`src/rtl/pdl_dll_ctrl.sv`:
```
// pdl_dll_ctrl: delay-code controller for the 64-tap RXCLK programmable delay line.
//
// Selects the delay code either from configuration (manual mode) or by a
// closed-loop calibration: sweep the code upward until the synchronized phase
// detector reads "late", confirm it after one more settle period, then track
// drift with a filtered up/down loop.
//
// Ports:
//   clk_i         controller clock
//   rst_ni        asynchronous active-low reset
//   cfg_manual_i  1 = code follows cfg_code_i, loop disabled
//   cfg_code_i    manual code 0..64 (larger values clamp to 64)
//   cal_start_i   single-cycle calibration start pulse
//   track_en_i    enables drift tracking once locked
//   pd_in_i       asynchronous phase-detector output (1 = delayed clock late)
//   bk_o          thermometer stage enables, bk_o[i] = (i < code), one cycle after code_o
//   code_o        current delay code 0..64
//   busy_o        calibration sweep / lock confirmation in progress
//   lock_o        locked and tracking
//   cal_err_o     sticky calibration failure flag
module pdl_dll_ctrl #(
  parameter int unsigned SETTLE_CYC = 16,
  parameter int unsigned FILT_DEPTH = 4
) (
  input  logic        clk_i,
  input  logic        rst_ni,
  input  logic        cfg_manual_i,
  input  logic [6:0]  cfg_code_i,
  input  logic        cal_start_i,
  input  logic        track_en_i,
  input  logic        pd_in_i,
  output logic [63:0] bk_o,
  output logic [6:0]  code_o,
  output logic        busy_o,
  output logic        lock_o,
  output logic        cal_err_o
);

  localparam int unsigned CW = $clog2(SETTLE_CYC) + 1;
  localparam int unsigned FW = $clog2(FILT_DEPTH + 1) + 1;

  localparam logic [CW-1:0]        SETTLE_LOAD = CW'(SETTLE_CYC);
  // Filter value one vote short of a code step in each direction.
  localparam logic signed [FW-1:0] FILT_UP     = FW'(FILT_DEPTH - 1);
  localparam logic signed [FW-1:0] FILT_DN     = -FILT_UP;
  localparam logic [6:0]           CODE_MAX    = 7'd64;
  localparam logic [63:0]          ONES        = '1;

  typedef enum logic [2:0] {
    ST_IDLE,
    ST_SETTLE,
    ST_SAMPLE,
    ST_LOCK_CHK,
    ST_TRACK,
    ST_FAIL
  } state_e;

  state_e                 state_q, state_d;
  logic [6:0]             code_q, code_d;
  logic [CW-1:0]          cnt_q, cnt_d;
  logic signed [FW-1:0]   filt_q, filt_d;
  logic                   cal_err_q, cal_err_d;
  logic [63:0]            bk_q;
  logic                   busy_q, lock_q;
  logic                   pd_meta_q, pd_s_q;
  logic                   start_ok;

  // cal_start is only honoured outside the sweep/confirm states.
  assign start_ok = (state_q == ST_IDLE) || (state_q == ST_TRACK) || (state_q == ST_FAIL);

  always_comb begin
    state_d   = state_q;
    code_d    = code_q;
    cnt_d     = cnt_q;
    filt_d    = filt_q;
    cal_err_d = cal_err_q;

    if (cfg_manual_i) begin
      state_d = ST_IDLE;
      code_d  = (cfg_code_i > CODE_MAX) ? CODE_MAX : cfg_code_i;
      filt_d  = '0;
    end else if (cal_start_i && start_ok) begin
      state_d   = ST_SETTLE;
      code_d    = '0;
      cnt_d     = SETTLE_LOAD;
      filt_d    = '0;
      cal_err_d = 1'b0;
    end else begin
      unique case (state_q)
        ST_IDLE: state_d = ST_IDLE;

        ST_SETTLE: begin
          if (cnt_q <= CW'(1)) state_d = ST_SAMPLE;
          else                 cnt_d   = cnt_q - CW'(1);
        end

        ST_SAMPLE: begin
          if (pd_s_q) begin
            state_d = ST_LOCK_CHK;
            cnt_d   = SETTLE_LOAD;
          end else if (code_q == CODE_MAX) begin
            state_d   = ST_FAIL;
            cal_err_d = 1'b1;
          end else begin
            state_d = ST_SETTLE;
            code_d  = code_q + 7'd1;
            cnt_d   = SETTLE_LOAD;
          end
        end

        // Counts down a full settle period, then re-samples in the same
        // state, so confirmation costs SETTLE_CYC+1 cycles like a sweep step.
        ST_LOCK_CHK: begin
          if (cnt_q != '0) begin
            cnt_d = cnt_q - CW'(1);
          end else if (pd_s_q) begin
            state_d = ST_TRACK;
            cnt_d   = SETTLE_LOAD;
            filt_d  = '0;
          end else if (code_q == CODE_MAX) begin
            state_d   = ST_FAIL;
            cal_err_d = 1'b1;
          end else begin
            state_d = ST_SETTLE;
            code_d  = code_q + 7'd1;
            cnt_d   = SETTLE_LOAD;
          end
        end

        ST_TRACK: begin
          if (!track_en_i) begin
            cnt_d  = SETTLE_LOAD;
            filt_d = '0;
          end else if (cnt_q != '0) begin
            cnt_d = cnt_q - CW'(1);
          end else begin
            cnt_d = SETTLE_LOAD;
            if (!pd_s_q) begin
              // Up vote; a direction reversal only clears the filter.
              if (filt_q[FW-1]) begin
                filt_d = '0;
              end else if (filt_q == FILT_UP) begin
                filt_d = '0;
                if (code_q != CODE_MAX) code_d = code_q + 7'd1;
              end else begin
                filt_d = filt_q + FW'(1);
              end
            end else begin
              if (!filt_q[FW-1] && (filt_q != '0)) begin
                filt_d = '0;
              end else if (filt_q == FILT_DN) begin
                filt_d = '0;
                if (code_q != '0) code_d = code_q - 7'd1;
              end else begin
                filt_d = filt_q - FW'(1);
              end
            end
          end
        end

        ST_FAIL: code_d = CODE_MAX;

        default: state_d = ST_IDLE;
      endcase
    end
  end

  always_ff @(posedge clk_i or negedge rst_ni) begin
    if (!rst_ni) begin
      state_q   <= ST_IDLE;
      code_q    <= '0;
      cnt_q     <= '0;
      filt_q    <= '0;
      cal_err_q <= 1'b0;
      bk_q      <= '0;
      busy_q    <= 1'b0;
      lock_q    <= 1'b0;
      pd_meta_q <= 1'b0;
      pd_s_q    <= 1'b0;
    end else begin
      pd_meta_q <= pd_in_i;
      pd_s_q    <= pd_meta_q;
      state_q   <= state_d;
      code_q    <= code_d;
      cnt_q     <= cnt_d;
      filt_q    <= filt_d;
      cal_err_q <= cal_err_d;
      busy_q    <= (state_d == ST_SETTLE) || (state_d == ST_SAMPLE) || (state_d == ST_LOCK_CHK);
      lock_q    <= (state_d == ST_TRACK);
      // Thermometer from the registered code: a shift by 64 yields all ones.
      bk_q      <= ~(ONES << code_q);
    end
  end

  assign bk_o      = bk_q;
  assign code_o    = code_q;
  assign busy_o    = busy_q;
  assign lock_o    = lock_q;
  assign cal_err_o = cal_err_q;

endmodule

```
`config.mk`:
```
export PLATFORM = sky130hd
export DESIGN_NAME = pdl_dll_ctrl
export DESIGN_NICKNAME = d
export VERILOG_FILES = /design/src/rtl/pdl_dll_ctrl.sv
export SDC_FILE = /design/constraint.sdc
export NUM_CORES = 1
export LEC_CHECK = 0
export CORE_AREA = 2 2 120 122
export CTS_CLUSTER_DIAMETER = 50
export DETAILED_ROUTE_END_ITERATION = 6
export DIE_AREA = 0 0 122 124
export PLACE_DENSITY_LB_ADDON = 0.05
export SETUP_SLACK_MARGIN = 0.5
export SLEW_MARGIN = 30
export SYNTH_ARGS = -nofsm -noshare
export SYNTH_HDL_FRONTEND = slang
export SYNTH_SLANG_ARGS = --single-unit
export TNS_END_PERCENT = 30
```
`constraint.sdc`:
```
create_clock -name clk_i -period 6.06 [get_ports clk_i]
set_clock_uncertainty 0.15 [all_clocks]
set_input_delay 1.818 -clock clk_i [delete_from_list [all_inputs] [get_ports clk_i]]
set_output_delay 1.818 -clock clk_i [all_outputs]
set_load 0.02 [all_outputs]
```
## Yosys cells after proc, flatten, opt, wreduce, memory -nomap -nowiden

Cells that the tools add are included.

- Flip-flop bits (word level): 88
- Bits of input ports: 13
- Logic and storage cells: 115

- $add $sub $neg: 5
- Order comparisons: 2
- Eq/ne operators: 26
- Shift operators: 1
- Muxes and demuxes: 49
- Bitwise operators: 2
- Reductions and logical operators: 20

Operators by type and width:

| operator | number |
|---|---|
| $mux 7 | 15 |
| $not 64->64 | 1 |
| $shl 64x7->64 const A | 1 |
| $mux 4 | 11 |
| $mux 5 | 7 |
| $pmux 7 s4 | 1 |
| $mux 3 | 7 |
| $ne 5x3->1 const B | 4 |
| $pmux 5 s4 | 1 |
| $eq 3x2->1 const B | 4 |
| $ne 4x4->1 const B | 3 |
| $pmux 3 s4 | 1 |
| $ne 5x5->1 const B | 2 |
| $reduce_and 10->1 | 1 |
| $reduce_bool 5->1 | 2 |
| $eq 3x3->1 const B | 3 |
| $eq 4x3->1 const B | 2 |
| $pmux 4 s2 | 1 |
| $reduce_bool 4->1 | 2 |
| $add 7x1->7 const B | 1 |
| $eq 7x7->1 const B | 1 |
| $gt 7x7->1 const B | 1 |
| $ne 7x7->1 const B | 1 |
| $reduce_bool 7->1 | 1 |
| other kinds (21) | 31 |

## Longest topological paths before layout

- Depth after elaboration: 10
- Gate-level depth with buffers: 11
- Depth with buffers taken out: 8

## Least setup slack after synthesis

OpenSTA, ideal clock, no wires.

- Path kind: input to register
- From: input port cfg_manual_i
- To: register code_q[4], in the netlist code_o[4]
- Library setup time: 0.125 ns
- Arrival time: 2.962 ns
- Slack: 2.823 ns
- Cell stages on the path: 5
- Path through: clkbuf_1 > nand3b_1 > o31a_1 > o22ai_2 > mux2_2

- Word-level cells in the longest chain between the ends: 2

Ends and longest elaborated chain:

| item | line | source |
|---|---|---|
| start, declared | 27 | `input logic cfg_manual_i,` |
| $ne 5x3->1 (no line), or another cell as far along | n/a |  |
| $reduce_and 10->1 (no line) | n/a |  |
| end signal, assigned | 184 | `code_q <= code_d;` |
| end, declared | 59 | `logic [6:0] code_q, code_d;` |

Parallel ways exist; a longest one is shown, timed or not.
A chain may end at the register's enable or synchronous reset.

## Worst setup path in the final report

Ends and elaborated chain as after synthesis.

==> impl_metrics.prom <==
# TYPE chip_impl_metric gauge
chip_impl_metric{name="place_ws",unit="ns"} 1.69
chip_impl_metric{name="p_int",unit="mW"} 1.40
chip_impl_metric{name="timing.fmax",unit="GHz"} 0.249
chip_impl_metric{name="synth.lib_cells_used.distinct",unit=""} 57
chip_impl_metric{name="leakage",unit="nW"} 2.32
chip_impl_metric{name="max-clock-path-buffers",unit=""} 2
chip_impl_metric{name="yosys_warnings",unit=""} 0
chip_impl_metric{name="detailed_place.area",unit="um^2"} 5120
chip_impl_metric{name="drc",unit=""} 0
chip_impl_metric{name="holdPathStages",unit=""} 0
chip_impl_metric{name="synth.ff_latch_count",unit=""} 88
chip_impl_metric{name="final_layout_size_suffix_gt1_share",unit="%"} 7.09
chip_impl_info{name="rsz0062_at_grt",value="false"} 1
chip_impl_metric{name="number_of_global_route_vias_before_repair",unit=""} 3216
chip_impl_info{name="critical_path.reg2reg.startpoint",value="code_o[1]"} 1
chip_impl_metric{name="area_delta_synth_final",unit="%"} 31.7
chip_impl_metric{name="syn_inst",unit=""} 412
chip_impl_metric{name="regToRegSetupSlack",unit="ns"} 2.67
chip_impl_metric{name="synth-async-reset-ratio",unit="%"} 100
chip_impl_metric{name="cts_made_buffers",unit=""} 9
chip_impl_metric{name="cts-htree-levels",unit=""} 3
chip_impl_metric{name="cap_viol_max_count",unit=""} 0
chip_impl_metric{name="antennaDiodeCount",unit=""} 0
chip_impl_metric{name="detailedPlacementHpwl",unit="mm"} 8.06
chip_impl_metric{name="power_frac_clock",unit="%"} 24.0
chip_impl_metric{name="hold_viol_final",unit=""} 0
chip_impl_metric{name="die-width",unit="um"} 122
chip_impl_metric{name="die-height",unit="um"} 124
chip_impl_metric{name="grt_overflow",unit=""} 0
chip_impl_metric{name="drt-total-wl",unit="mm"} 11.5
chip_impl_metric{name="detail_route.wl_per_cell",unit="um"} 17.0
chip_impl_metric{name="power_per_cell_area",unit="nW/um^2"} 417
chip_impl_info{name="clock_tree_from_tritoncts",value="built"} 1
chip_impl_metric{name="cts_hold_repair.buffers",unit=""} 0
chip_impl_metric{name="cts_post_setup_buffers_inserted",unit=""} 0
chip_impl_info{name="hold_start",value="pd_meta_q"} 1
chip_impl_metric{name="period_share",unit="%"} 66.2
chip_impl_metric{name="global_route.usage.total",unit="%"} 15.7
chip_impl_metric{name="synth.yosys.seq_area_share",unit="%"} 53.6
chip_impl_info{name="end_kind",value="flip-flop"} 1
chip_impl_metric{name="finish.instance_area",unit="um^2"} 5410
chip_impl_metric{name="crit_required",unit="ns"} 6.14
chip_impl_metric{name="final_worst_slack",unit="ns"} 2.05
chip_impl_metric{name="global_placement_routability_congestion",unit=""} 0.836
chip_impl_metric{name="synth_enable_flop_cells",unit=""} 0
chip_impl_metric{name="detailedRoute.firstPassIterationCount",unit=""} 4
chip_impl_metric{name="worst_skew_pair_later_pin_latency",unit="ns"} 0.35
chip_impl_metric{name="avgViaCountPerCell",unit=""} 4.91
chip_impl_info{name="worstHoldPathType",value="reg -> reg"} 1
chip_impl_metric{name="timing.final.crit_period",unit="ns"} 4.01
chip_impl_metric{name="floorplan.initialDensity",unit="%"} 29.9
chip_impl_info{name="whs_endpoint",value="pd_s_q"} 1
chip_impl_metric{name="crit_fanout",unit=""} 18
chip_impl_metric{name="ir_drop",unit="mV"} 0.119
chip_impl_info{name="ctsRootBufferMaster",value="clkbuf_16"} 1
chip_impl_metric{name="port_buffers",unit=""} 86
chip_impl_metric{name="cts_repair_resize_count",unit=""} 0
chip_impl_metric{name="clock_sinks",unit=""} 88
chip_impl_metric{name="io_pins",unit=""} 87
chip_impl_metric{name="power.switching",unit="mW"} 0.855
chip_impl_metric{name="avgSynthCellArea",unit="um^2"} 9.97
chip_impl_metric{name="rows",unit=""} 43
chip_impl_metric{name="share_comb_of_total_power",unit="%"} 39.2
chip_impl_info{name="r2r-end",value="code_o[4]"} 1
chip_impl_info{name="run_status",value="finished, final reports clean"} 1
chip_impl_metric{name="path_clk_slew",unit="ns"} 0.06
chip_impl_info{name="worst-setup-path-type",value="in -> reg"} 1
chip_impl_metric{name="grt_antenna_before_repair",unit=""} 0
chip_impl_metric{name="dieArea",unit="um^2"} 15100
chip_impl_metric{name="pin_slew_with_the_least_headroom_to_its_limit",unit="ns"} 0.833
chip_impl_info{name="synth-main-ff-cell",value="dfrtp_1"} 1
chip_impl_metric{name="grt_max_degree",unit=""} 55
chip_impl_metric{name="drt_iter0_markers",unit=""} 183
chip_impl_metric{name="slew_viol_final",unit=""} 0
chip_impl_metric{name="route.antenna.remaining_nets",unit=""} 0
chip_impl_metric{name="slew_headroom",unit="%"} 44.4
chip_impl_metric{name="vias",unit=""} 3310
chip_impl_metric{name="r2r.worst_path.cells",unit=""} 7
chip_impl_metric{name="power.sequential.fraction",unit="%"} 36.8
chip_impl_metric{name="synth_nets",unit=""} 437
chip_impl_metric{name="setup_viol",unit=""} 0
chip_impl_metric{name="final_net_count",unit=""} 514
chip_impl_metric{name="core",unit="um^2"} 13700
chip_impl_metric{name="final.fill_count",unit=""} 1375
chip_impl_metric{name="netlist_area",unit="um^2"} 4110
chip_impl_info{name="timing.critical_path.from_type",value="input pin"} 1
chip_impl_metric{name="fin_tns_setup",unit="ns"} 0
chip_impl_metric{name="grt_first_pass_wirelength",unit="mm"} 17.8
chip_impl_metric{name="worst_path_arrival_time",unit="ns"} 4.09
chip_impl_metric{name="power.switching_fraction",unit="%"} 37.9
cells in the mapped netlist, drive strengths merged (6+ instances only):
| library cell | number | area, um^2 |
|---|---|---|
| nand3 | 7 | 35.0 |
| nor3 | 13 | 65.1 |
| nand2 | 35 | 131 |
| nor4 | 7 | 58.8 |
| dfrtp | 88 | 2200 |
| o31ai | 6 | 45.0 |
| a21oi | 36 | 195 |
| inv | 20 | 75.1 |
| o21bai | 11 | 82.6 |
| ha | 12 | 150 |
| a21o | 7 | 52.6 |
| nor2 | 35 | 131 |
| clkbuf | 20 | 75.1 |
| o21ai | 33 | 165 |
| a221oi | 6 | 58.8 |
| nand2b | 10 | 62.6 |
power groups by stage:
stage / logic (mW) / registers, mW / clock network (mW)
detailed placement: 0.891 / 0.844 / 0
global placement: 0.882 / 0.846 / 0
global route: 0.956 / 0.851 / 0.576
finish: 0.882 / 0.829 / 0.541
CTS: 0.893 / 0.833 / 0.557
floorplan: 0.337 / 0.980 / 0
registers in the layout, indices dropped and copies added, names as in the netlist:
signal and flops:
lock_o 1, pd_s_q 1, state_q 3, pd_meta_q 1, bk_o 64, cnt_q 5
filt_q 4, cal_err_o 1, code_o 7, busy_o 1
metal layers:
metal / part of all wire, % / up-vias / GRT usage, %
met1: 44 / 1617 / 20.4
li1: - / 1604 / -
met3: 4.4 / 11 / 2.43
met4: 1.5 / 0 / 6.25
met2: 50 / 78 / 26.4
met5: 0 / - / 0
how the worst max path moves through the flow:
stage	start	to	slack, ns	cells past startpoint
after floorplan	cfg_manual_i	code_o[4]	2.82	5
after global placement	cfg_manual_i	code_o[4]	1.76	5
after detailed placement	cfg_manual_i	code_o[4]	1.69	5
after CTS	cfg_manual_i	code_o[4]	2.07	5
after global routing	cfg_manual_i	code_o[4]	1.93	5
final	cfg_manual_i	code_o[4]	2.05	5
cell usage in the layout, fill, tap and decap left out, types with 6 or more instances in the layout:
master and count:
dfrtp_1 88, clkdlybuf4s50_1 85, nand2_1 35, nor2_1 35, a21oi_1 34, o21ai_0 30
inv_1 20, nor3_1 13, ha_1 12, o21bai_1 11, nand2b_1 10, clkbuf_16 9
a21o_1 7, nand3_1 7, o31ai_1 6, nor4_1 6, buf_4 6
per-stage QoR:
| stage | power [mW] | instances | utilization, % | hold WS (ns) |
|---|---|---|---|---|
| floorplan | 1.32 | 412 | - | 0.181 |
| global placement | 1.73 | 658 | 37.3 | 0.193 |
| detailed placement | 1.74 | 658 | 37.3 | 0.193 |
| CTS | 2.28 | 674 | 39.4 | 0.208 |
| global route | 2.38 | 674 | 39.4 | 0.219 |
| finish | 2.25 | 674 | 39.4 | 0.203 |
cells by family (layout without fill, tap and decap cells):
family	after synthesis	after routing	synth area share (%)
AND/OR/NAND/NOR	131	131	15.9
AO/OA/AOI/OAI	128	128	20.4
flip-flops	88	88	53.6
buffers and inverters	45	127	4.54
adder cells (fa/ha/maj)	12	12	3.66
XOR/XNOR	5	5	1.07
multiplexers	3	3	0.762
cell type report:
class | instances | area (um^2) | share of cell area (%)
Inverter | 20 | 75.1 | 1.39
Clock buffer | 9 | 225 | 4.17
Sequential cell | 88 | 2200 | 40.7
Multi-Input combinational cell | 279 | 1720 | 31.8
Tap cell | 180 | 225 | 4.17
Clock inverter | 7 | 62.6 | 1.16
Timing Repair Buffer | 91 | 896 | 16.6
critical path, cell delays in order:
cell,delay [ns]
clkdlybuf4s50_1,0.72
nand3b_1,0.35
o31a_1,0.28
o22ai_2,0.51
mux2_2,0.40
No activity file was read; power rests on OpenSTA's default activity.
